File: src/rtl/im_pkg.sv
// Shared types for the intelligent-mouse maze controller: move directions,
// controller states and the direction-reversal helper used when backtracking.
package im_pkg;

    typedef enum logic [1:0] {
        RIGHT = 2'd0,
        DOWN  = 2'd1,
        LEFT  = 2'd2,
        UP    = 2'd3
    } dir_t;

    typedef enum logic [2:0] {
        S_IDLE   = 3'd0,
        S_CLEAR  = 3'd1,
        S_MARK   = 3'd2,
        S_TRY    = 3'd3,
        S_BACK   = 3'd4,
        S_REPLAY = 3'd5,
        S_DONE   = 3'd6,
        S_FAIL   = 3'd7
    } state_t;

    // Flipping bit 1 swaps right<->left and down<->up.
    function automatic dir_t opposite(input dir_t dir);
        return dir_t'(dir ^ 2'b10);
    endfunction

endpackage

File: src/rtl/im_dir_decode.sv
// Turns one direction into the single inc/dec strobe for the X/Y position
// registers; nothing is driven while the enable is low.
module im_dir_decode
    import im_pkg::*;
(
    input  dir_t i_dir,
    input  logic i_en,
    output logic o_inc_x,
    output logic o_inc_y,
    output logic o_dec_x,
    output logic o_dec_y
);

    always_comb begin
        o_inc_x = 1'b0;
        o_inc_y = 1'b0;
        o_dec_x = 1'b0;
        o_dec_y = 1'b0;
        if (i_en) begin
            case (i_dir)
                RIGHT:   o_inc_x = 1'b1;
                DOWN:    o_inc_y = 1'b1;
                LEFT:    o_dec_x = 1'b1;
                UP:      o_dec_y = 1'b1;
                default: o_inc_x = 1'b0;
            endcase
        end
    end

endmodule

File: src/rtl/im_controller.sv
// Depth-first maze search sequencer for the mouse datapath: marks visited
// cells, backtracks through the stack, then streams the recorded path out.
//   state  | meaning
//   IDLE   | waiting for start
//   CLEAR  | clear position registers and stack/queue
//   MARK   | mark current cell visited, test for goal
//   TRY    | probe direction d from current cell
//   BACK   | pop one step and move back along it
//   REPLAY | stream stored moves, one per accepted cycle
//   DONE   | path found and fully streamed
//   FAIL   | stack exhausted, no path
module im_controller
    import im_pkg::*;
#(
    parameter logic [3:0] GOAL_X = 4'd15,
    parameter logic [3:0] GOAL_Y = 4'd15
) (
    input  logic       clk,
    input  logic       rst,
    input  logic       start,
    input  logic [3:0] poseX,
    input  logic [3:0] poseY,
    input  logic       overflow,
    input  logic [1:0] topValueSQ,
    input  logic       SQ_Empty,
    input  logic       SQ_Done,
    input  logic       mem_rdata,
    input  logic       move_ready,
    output logic       ldX,
    output logic       ldY,
    output logic       IncX,
    output logic       IncY,
    output logic       DecX,
    output logic       DecY,
    output logic       pushSQ,
    output logic       popSQ,
    output logic       SQ_Read,
    output logic       selMove,
    output logic [1:0] SQ_Input,
    output logic       dp_clr,
    output logic       mem_we,
    output logic       move_valid,
    output logic       busy,
    output logic       done,
    output logic       fail
);

    state_t     r_state;
    state_t     w_state_nxt;
    logic [1:0] r_d;
    logic [1:0] w_d_nxt;
    dir_t       w_dir_sel;
    logic       w_dir_en;
    logic       w_inc_x;
    logic       w_inc_y;
    logic       w_dec_x;
    logic       w_dec_y;

    im_dir_decode u_dir_decode (
        .i_dir   (w_dir_sel),
        .i_en    (w_dir_en),
        .o_inc_x (w_inc_x),
        .o_inc_y (w_inc_y),
        .o_dec_x (w_dec_x),
        .o_dec_y (w_dec_y)
    );

    assign IncX       = w_inc_x;
    assign IncY       = w_inc_y;
    assign DecX       = w_dec_x;
    assign DecY       = w_dec_y;
    assign move_valid = selMove;
    assign busy       = (r_state != S_IDLE) && (r_state != S_DONE) && (r_state != S_FAIL);

    always_ff @(posedge clk or negedge rst) begin
        if (!rst) begin
            r_state <= S_IDLE;
            r_d     <= 2'd0;
        end else begin
            r_state <= w_state_nxt;
            r_d     <= w_d_nxt;
        end
    end

    always_comb begin
        w_state_nxt = r_state;
        w_d_nxt     = r_d;
        w_dir_sel   = dir_t'(r_d);
        w_dir_en    = 1'b0;
        ldX         = 1'b0;
        ldY         = 1'b0;
        pushSQ      = 1'b0;
        popSQ       = 1'b0;
        SQ_Read     = 1'b0;
        selMove     = 1'b0;
        SQ_Input    = 2'd0;
        dp_clr      = 1'b0;
        mem_we      = 1'b0;
        done        = 1'b0;
        fail        = 1'b0;

        case (r_state)
            S_IDLE: begin
                if (start) w_state_nxt = S_CLEAR;
            end
            S_CLEAR: begin
                dp_clr      = 1'b1;
                w_d_nxt     = 2'd0;
                w_state_nxt = S_MARK;
            end
            S_MARK: begin
                mem_we = 1'b1;
                if (poseX == GOAL_X && poseY == GOAL_Y) w_state_nxt = S_REPLAY;
                else                                    w_state_nxt = S_TRY;
            end
            S_TRY: begin
                w_dir_en = 1'b1;
                if (!overflow && !mem_rdata) begin
                    ldX         = 1'b1;
                    ldY         = 1'b1;
                    pushSQ      = 1'b1;
                    SQ_Input    = r_d;
                    w_d_nxt     = 2'd0;
                    w_state_nxt = S_MARK;
                end else if (r_d == 2'd3) begin
                    w_state_nxt = S_BACK;
                end else begin
                    w_d_nxt = r_d + 2'd1;
                end
            end
            S_BACK: begin
                if (SQ_Empty) begin
                    w_state_nxt = S_FAIL;
                end else begin
                    w_dir_sel = opposite(dir_t'(topValueSQ));
                    w_dir_en  = 1'b1;
                    ldX       = 1'b1;
                    ldY       = 1'b1;
                    popSQ     = 1'b1;
                    if (topValueSQ != 2'd3) begin
                        w_d_nxt     = topValueSQ + 2'd1;
                        w_state_nxt = S_TRY;
                    end
                end
            end
            S_REPLAY: begin
                // Move is only meaningful while the queue still holds entries.
                selMove = !SQ_Done;
                SQ_Read = move_ready & !SQ_Done;
                if (SQ_Done) w_state_nxt = S_DONE;
            end
            S_DONE: begin
                done = 1'b1;
                if (start) w_state_nxt = S_CLEAR;
            end
            S_FAIL: begin
                fail = 1'b1;
                if (start) w_state_nxt = S_CLEAR;
            end
            default: w_state_nxt = S_IDLE;
        endcase
    end

endmodule

File: config.mk
export PLATFORM = sky130hd
export DESIGN_NAME = im_controller
export DESIGN_NICKNAME = d
export VERILOG_FILES = /design/src/rtl/im_pkg.sv /design/src/rtl/im_dir_decode.sv /design/src/rtl/im_controller.sv
export SDC_FILE = /design/constraint.sdc
export NUM_CORES = 1
export LEC_CHECK = 0
export ABC_AREA = 1
export BUFFER_PORTS_ARGS = -buffer_cell sky130_fd_sc_hd__buf_2
export CORE_MARGIN = 3
export CORE_UTILIZATION = 45
export DETAILED_ROUTE_END_ITERATION = 6
export GPL_TIMING_DRIVEN = 0
export HOLD_SLACK_MARGIN = 0.1
export PLACE_DENSITY_LB_ADDON = 0.12
export RECOVER_POWER = 100
export SYNTH_ARGS = -nofsm -noshare
export SYNTH_HDL_FRONTEND = slang
export SYNTH_SLANG_ARGS = --single-unit
File: constraint.sdc
create_clock -name clk -period 3 [get_ports clk]
set_input_delay 0.45 -clock clk [delete_from_list [all_inputs] [get_ports clk]]
set_output_delay 0.45 -clock clk [all_outputs]
set_load 0.01 [all_outputs]
==> results of run 1 <==
[cell families after synthesis]
kind of cell / synth area share
adders and majority gates: 0.0407
and+or+nand+nor: 0.576
buffers and inverters: 0.128
DFF: 0.204
AOI/OAI and AO/OA: 0.0509
[synthesized netlist by cell type]
cell	count	area, µm²
nand4_1	4	25.0
o21ai_0	2	10.0
o21ai_2	1	8.76
nor2_1	18	67.6
dfrtp_1	5	125
or2_0	1	6.26
clkbuf_1	1	3.75
nor3_2	1	10.0
nand2_2	2	12.5
inv_2	2	7.51
nand3_1	11	55.1
inv_1	10	37.5
o211ai_1	1	7.51
nand2_1	42	158
o21ai_1	1	5.00
nand3b_1	1	7.51
buf_4	4	30.0
ha_1	2	25.0
nor2_2	2	12.5
[cell usage in the layout (no fill, tap or decap), drive strengths merged]
| cell | count |
|---|---|
| nand2 | 44 |
| buf | 24 |
| nor2 | 20 |
| clkbuf | 20 |
| inv | 12 |
| nand3 | 11 |
| dfrtp | 5 |
| nand4 | 4 |
| o21ai | 4 |
| ha | 2 |
| nor3 | 1 |
| or2 | 1 |
| nand3b | 1 |
| o211ai | 1 |
| dlygate4sd3 | 1 |
[what timing repair did]
action	in CTS	in global routing
endpoints found under the hold margin	5	0
endpoints found under the setup margin	0	0
hold buffers	1	0
[metal layers]
metal | global-route usage | up-vias | part of all wire
met5 | 0 | - | 0
met4 | 0.0723 | 0 | 0.010
met3 | 0.0127 | 2 | 0.11
met2 | 0.269 | 28 | 0.45
met1 | 0.202 | 304 | 0.43
li1 | - | 426 | -
[critical path, delay by kind of cell, from the launching register on]
family,cells,cell delay (ns)
DFF,1,0.35
and+or+nand+nor,3,0.26
buffers and inverters,5,0.87
[final timing paths]
kind | from | to | slack, ns | depth (start not counted)
worst max register to register | r_state[2]$_DFFE_PN0P_ | r_state[2]$_DFFE_PN0P_ | 1.49 | 8
worst max-delay path | r_state[2]$_DFFE_PN0P_ | ldY | 0.84 | 8
min in group asynchronous | rst | r_d[1]$_DFFE_PN0P_ | 0.58 | 2
worst min-delay path | r_d[0]$_DFFE_PN0P_ | r_d[0]$_DFFE_PN0P_ | 0.51 | 2
worst min register to register | r_d[0]$_DFFE_PN0P_ | r_d[0]$_DFFE_PN0P_ | 0.51 | 2
max in group asynchronous | rst | r_state[0]$_DFFE_PN0P_ | 2.23 | 2
[final cells by class]
cell class | instances | area (µm²)
sequential | 5 | 125
buffer | 5 | 30.0
inverter | 12 | 45.0
clock buffer | 4 | 26.3
timing repair buffer | 36 | 168
tap | 14 | 17.5
fill | 129 | 374
multi-input combinational | 89 | 400
[power breakdown]
part	total, W	internal, W	switching, W
registers	0.000123	0.0000963	0.0000269
clock network	0.0000742	0.0000501	0.0000241
logic	0.000395	0.000143	0.000253
[state kept, by name, summed over array words and instances (netlist names)]
| name | cells |
|---|---|
| r_d | 2 |
| r_state | 3 |
[per-stage QoR]
stage	total power [W]	worst slack (ns)	cell area [µm²]	hold slack [ns]	cells
after detailed placement	0.000542	1.13	807	0.265	160
after floorplan	0.000428	1.25	614	0.154	111
after global routing	0.000665	0.649	812	0.549	165
after CTS	0.000622	0.988	843	0.519	165
after global placement	0.000533	1.16	807	0.264	160
final	0.000593	0.836	812	0.514	165
==> metrics, run 1 <==
Mapped Cells=around 110; Routed WL=approximately 1500 µm; ratio of cells with drive above 1 in the final layout=0.199; CTS tree=yes; CP max stage delay=around 0.35 ns; die width=43.0 µm; Nets=approximately 170; initial DRC count=12; Post-Route Utilization=0.685; power density over the cells=between 700 and 800 mW/mm²; DRT Pass-1 Iters=4; Cell Rows=12; final clock period utilization by the worst path=0.721; Crit path required time=2.55 ns; setup_tns=0 ns; Top Ports=36; Slowest-stage cell, CP=dfrtp_1; DIE HEIGHT=around 43 µm; Worst slew margin=0.720; RSZ-0062 raised after global routing=false; unique cell type count in the Yosys netlist=19; crit path kind=reg2out; Max Clk Rate=roughly 460 MHz; CTS resizes=0; Critical Path Fanout Max=10; CTS buffer count=3; YS warnings=0; postcts setup bufs=0; H-tree Lvls=1; Clock Sinks=5; Tmin final=between 2 and 2.5 ns; clk_lat worst skew=between 0.2 and 0.25 ns; Synth Area per Inst=5.53 µm²; Buffers on Ports=35; max-cap violations=0; first-pass GRT wire length=about 2300 µm; Routed wire per std cell=between 8 and 9 µm; largest net degree at the start of global routing=11; Netlist Area Pre-Place=around 610 µm²; Yosys reg bits=5; Leakage=roughly 0.47 nW; DP Wirelength=approximately 1300 µm; Clk pin slew, worst setup/hold paths=0.04 ns; skew final=approximately 0.0014 ns; Max Slew Vio Count=0; grt ovf=0; die area=around 0.0018 mm²; Final setup viols=0; clock buffer depth=2; Hold WC Path Type=reg2reg; final hold vios=0; antenna cells=0; # DRC=0; Final ANT Viol Nets=0; crit end category=output port; Seq/Total Area, Yosys=0.204; Via density=~4.6; Clock Tree Root=clkbuf_4; Worst VDD drop=between 0.4 and 0.5 mV; Area Overhead vs Synth=32.2%; GPL Wtd Cong=between 0.8 and 0.9; initial cell density of the core=0.518; CP arrival=between 1.5 and 2 ns; vias in the first global route=about 600; startpoint types=flip-flop; Core Footprint=0.00119 mm²; Critical Path, Cell by Cell=clkbuf_1 > inv_1 > nand3_1 > nor2_1 > inv_1 > nand2_1 > buf_4 > clkbuf_1; initial antenna violation count=0; Syn Nets=~130; worst-margin pin slew=about 0.42 ns; status=complete, no violations; all-layer global routing usage=0.159; Vias=between 700 and 800
(Power assumes the default switching activity.)
==> inputs of run 2 (changes only) <==
- ABC_AREA: 1 -> 0
- CORE_UTILIZATION: 45 -> 37
- clock period: 3 -> 1.9 ns (I/O delays scaled with it)
==> metrics, run 2 <==
register with the most flip-flops=r_state; final clock period utilization by the worst path=1.01; initial DRC count=11 (-1); Buffers on Ports=35 (unchanged); reg-to-reg slack, setup=0.07 ns (-1.42 ns); final hold vios=0 (unchanged); fin area=933 µm² (+15%); cells on worst reg2reg path=5 (-3); Critical Path, Cell by Cell=buf_4 > clkbuf_2 > nand2_4 > nor3_4 > or2_4 > buf_4 > buf_6; cell depth of the worst hold path=4 (+2); Post-synth EDFFs=0 (unchanged); Netlist Area Pre-Place=578 µm² (-5.9%); Synth area leader=dfrtp_1; Leakage=0.498 nW (+5.0%); RSZ-0062 raised after global routing=true; Via density=5.68 (+23%); commonest non-fill, non-tap cell in the layout=buf_2; Yosys reg bits=5 (unchanged); CTS buffer count=3 (unchanged); Max Slew Vio Count=0 (unchanged); area fraction of the dominant cell type after synthesis=0.216 (-0.0402); Max Clk Rate=between 500 and 600 MHz; worst-margin pin slew=0.387 ns (-0.0331 ns); count leader, synth=nor2_1; Inst Count DP=131 (-18%); Seq/Total Area, Yosys=0.216 (+0.0128); Core Footprint=0.00138 mm² (+17%); unique cell type count in the Yosys netlist=35 (+16); Mapped Cells=81 (-27%); max FFs per register=3 (unchanged); die width=45.5 µm (+6.0%); Nets=150 (-13%); Clock Sinks=5 (unchanged); GPL Wtd Cong=0.883 (-0.44%); Worst VDD drop=0.731 mV (+55%); failing checks=negative setup slack; CP arrival=1.64 ns (-0.07 ns); H-tree Lvls=1 (unchanged); worst hold endpoint=r_state[2]$_DFFE_PN0P_; Critical Path Fanout Max=10 (unchanged); Syn Nets=101 (-23%); commonest cells after routing, fill and taps aside=buf_2, nor2_1, buf_4, nand2_1, inv_1; ranking of synthesized cells by area=dfrtp_1, nor2_1, nand2_1, ha_1, nor3_1; crit end category=output port; first-pass GRT wire length=3040 µm (+30%); Slowest-stage cell, CP=dfrtp_2; die area=0.00207 mm² (+12%); Reg2Reg Launch Point=r_state[1]$_DFFE_PN0P_; status=finished with violations; ratio of cells with drive above 1 in the final layout=0.450 (+0.251); Main synth FF type=dfrtp_1; vias in the first global route=732 (+22%); Hold WC Path Type=in2reg; clk_lat worst skew=0.24 ns (about the same); Routed wire per std cell=12.9 µm (+45%); Worst Hold Launch=start; Final ANT Viol Nets=0 (unchanged); worst reg2reg endpoint=r_state[1]$_DFFE_PN0P_; initial cell density of the core=0.418 (-0.0998); Clk pin slew, worst setup/hold paths=0.04 ns (about the same); final setup margin=-0.0278 ns (-0.864 ns); antenna cells=0 (unchanged); Worst slew margin=0.740 (+0.0197); Reg area=126 µm² (+1.0%); Vias=818 (+7.6%); ys async rst share=1.00 (unchanged); Routed WL=1860 µm (+26%); Regs by FF count=r_state (3), r_d (2); DRT Pass-1 Iters=4 (unchanged); Area Overhead vs Synth=61.5%; placed cell area=772 µm² (-4.3%); grt ovf=0 (unchanged); max-cap violations=0 (unchanged); non-filler cells, final=144 (-13%); crit path kind=reg2out; Top Ports=36 (unchanged); CTS tree=yes; power density over the cells=1310 mW/mm² (+79%); CP max stage delay=0.41 ns (+0.06 ns); all-layer global routing usage=0.198 (+0.0390); most used cell, CP=buf_4; largest net degree at the start of global routing=11 (unchanged); Clock Tree Root=clkbuf_4; Multi-input gate area=447 µm² (+12%); DP Wirelength=1370 µm (+9.7%); startpoint types=flip-flop; top cells by instance count after synthesis=nor2_1, nand2_1, inv_1; Tmin final=between 1.5 and 2 ns; Fillers=123 (-4.7%); # DRC=0 (unchanged); Cell Rows=13 (+1); DIE HEIGHT=45.5 µm (+6.0%); initial antenna violation count=0 (unchanged); Synth Area per Inst=7.14 µm² (+29%); skew final=0.00410 ns (+0.00267 ns); Crit path required time=1.62 ns (-0.93 ns); YS warnings=0 (unchanged); clock buffer depth=2 (unchanged); Final setup viols=1 (+1)
[run 2: cell count changes after synthesis, moves of 3 or more]
cell / change
nand2_1: -34
nand3_1: -11
nor2_1: -8
nor3_1: +5
a21oi_1: +4
inv_1: -4
o21ai_0: +3
[run 2: worst max-delay path by stage]
stage                     depth (start not counted)  slack, ns    to                    from
after floorplan                                   3       0.04  DecX  r_state[0]$_DFFE_PN0P_
after global placement                            7     -0.005   ldY  r_state[2]$_DFFE_PN0P_
after detailed placement                          7      -0.06   ldY  r_state[2]$_DFFE_PN0P_
after CTS                                         7      0.004   ldY  r_state[2]$_DFFE_PN0P_
after global routing                              5      -0.10  IncY  r_state[1]$_DFFE_PN0P_
final                                             7      -0.03   ldY  r_state[1]$_DFFE_PN0P_
[run 2: through the flow]
stage | setup TNS, ns | total power [W] | hold WS (ns) | utilization | setup WS (ns)
2_1_floorplan | 0 | 0.000716 | -0.0106 | - | 0.0394
3_3_place_gp | -0.00847 | 0.000918 | 0.0970 | 0.558 | -0.00507
3_5_place_dp | -0.0745 | 0.000927 | 0.104 | 0.558 | -0.0567
4_1_cts | 0 | 0.00114 | 0.376 | 0.628 | 0.00351
5_1_grt | -0.317 | 0.00133 | 0.452 | 0.675 | -0.103
6_report | -0.0278 | 0.00122 | 0.416 | 0.675 | -0.0278
[run 2: what timing repair did]
item / CTS / global route
gates resized for setup: 14 / 7
hold buffers: 1 / 0
setup endpoints to repair: 9 / 8
setup buffers: 1 / 7
pin swaps: 3 / 5
endpoints found under the hold margin: 5 / 0
[run 2: critical path: cells and delay by family (launching register included)]
family / cells / cell delay [ns]
buf+inv: 4 / 0.59
flops: 1 / 0.41
simple gates: 3 / 0.41
[run 2: cell families (layout without fill, tap and decap cells)]
logic type,after synthesis,in the layout,share of synthesized area
AOI/OAI and AO/OA,23,23,0.281
adders and majority gates,2,2,0.0433
buffers and inverters,12,60,0.0952
DFF,5,5,0.216
and+or+nand+nor,39,39,0.364
[run 2: layer usage]
| layer | share of wire | vias to the layer above | GRT usage |
|---|---|---|---|
| met5 | 0 | - | 0 |
| met4 | 0.0064 | 0 | 0.0526 |
| met3 | 0.089 | 2 | 0.0632 |
| met2 | 0.50 | 39 | 0.340 |
| met1 | 0.41 | 384 | 0.234 |
| li1 | - | 393 | - |
[run 2: final cells by class]
| class | count | area share |
|---|---|---|
| multi-input combinational | 64 | 0.479 |
| timing repair buffer | 44 | 0.267 |
| sequential | 5 | 0.135 |
| buffer | 5 | 0.0429 |
| clock buffer | 4 | 0.0282 |
| inverter | 7 | 0.0282 |
| tap | 15 | 0.0201 |
[run 2: power by group]
part           internal, W  switching [W]  leakage (nW)
Combinational     0.000408       0.000455         0.423
Sequential        0.000163      0.0000722        0.0598
Clock            0.0000794      0.0000435        0.0150
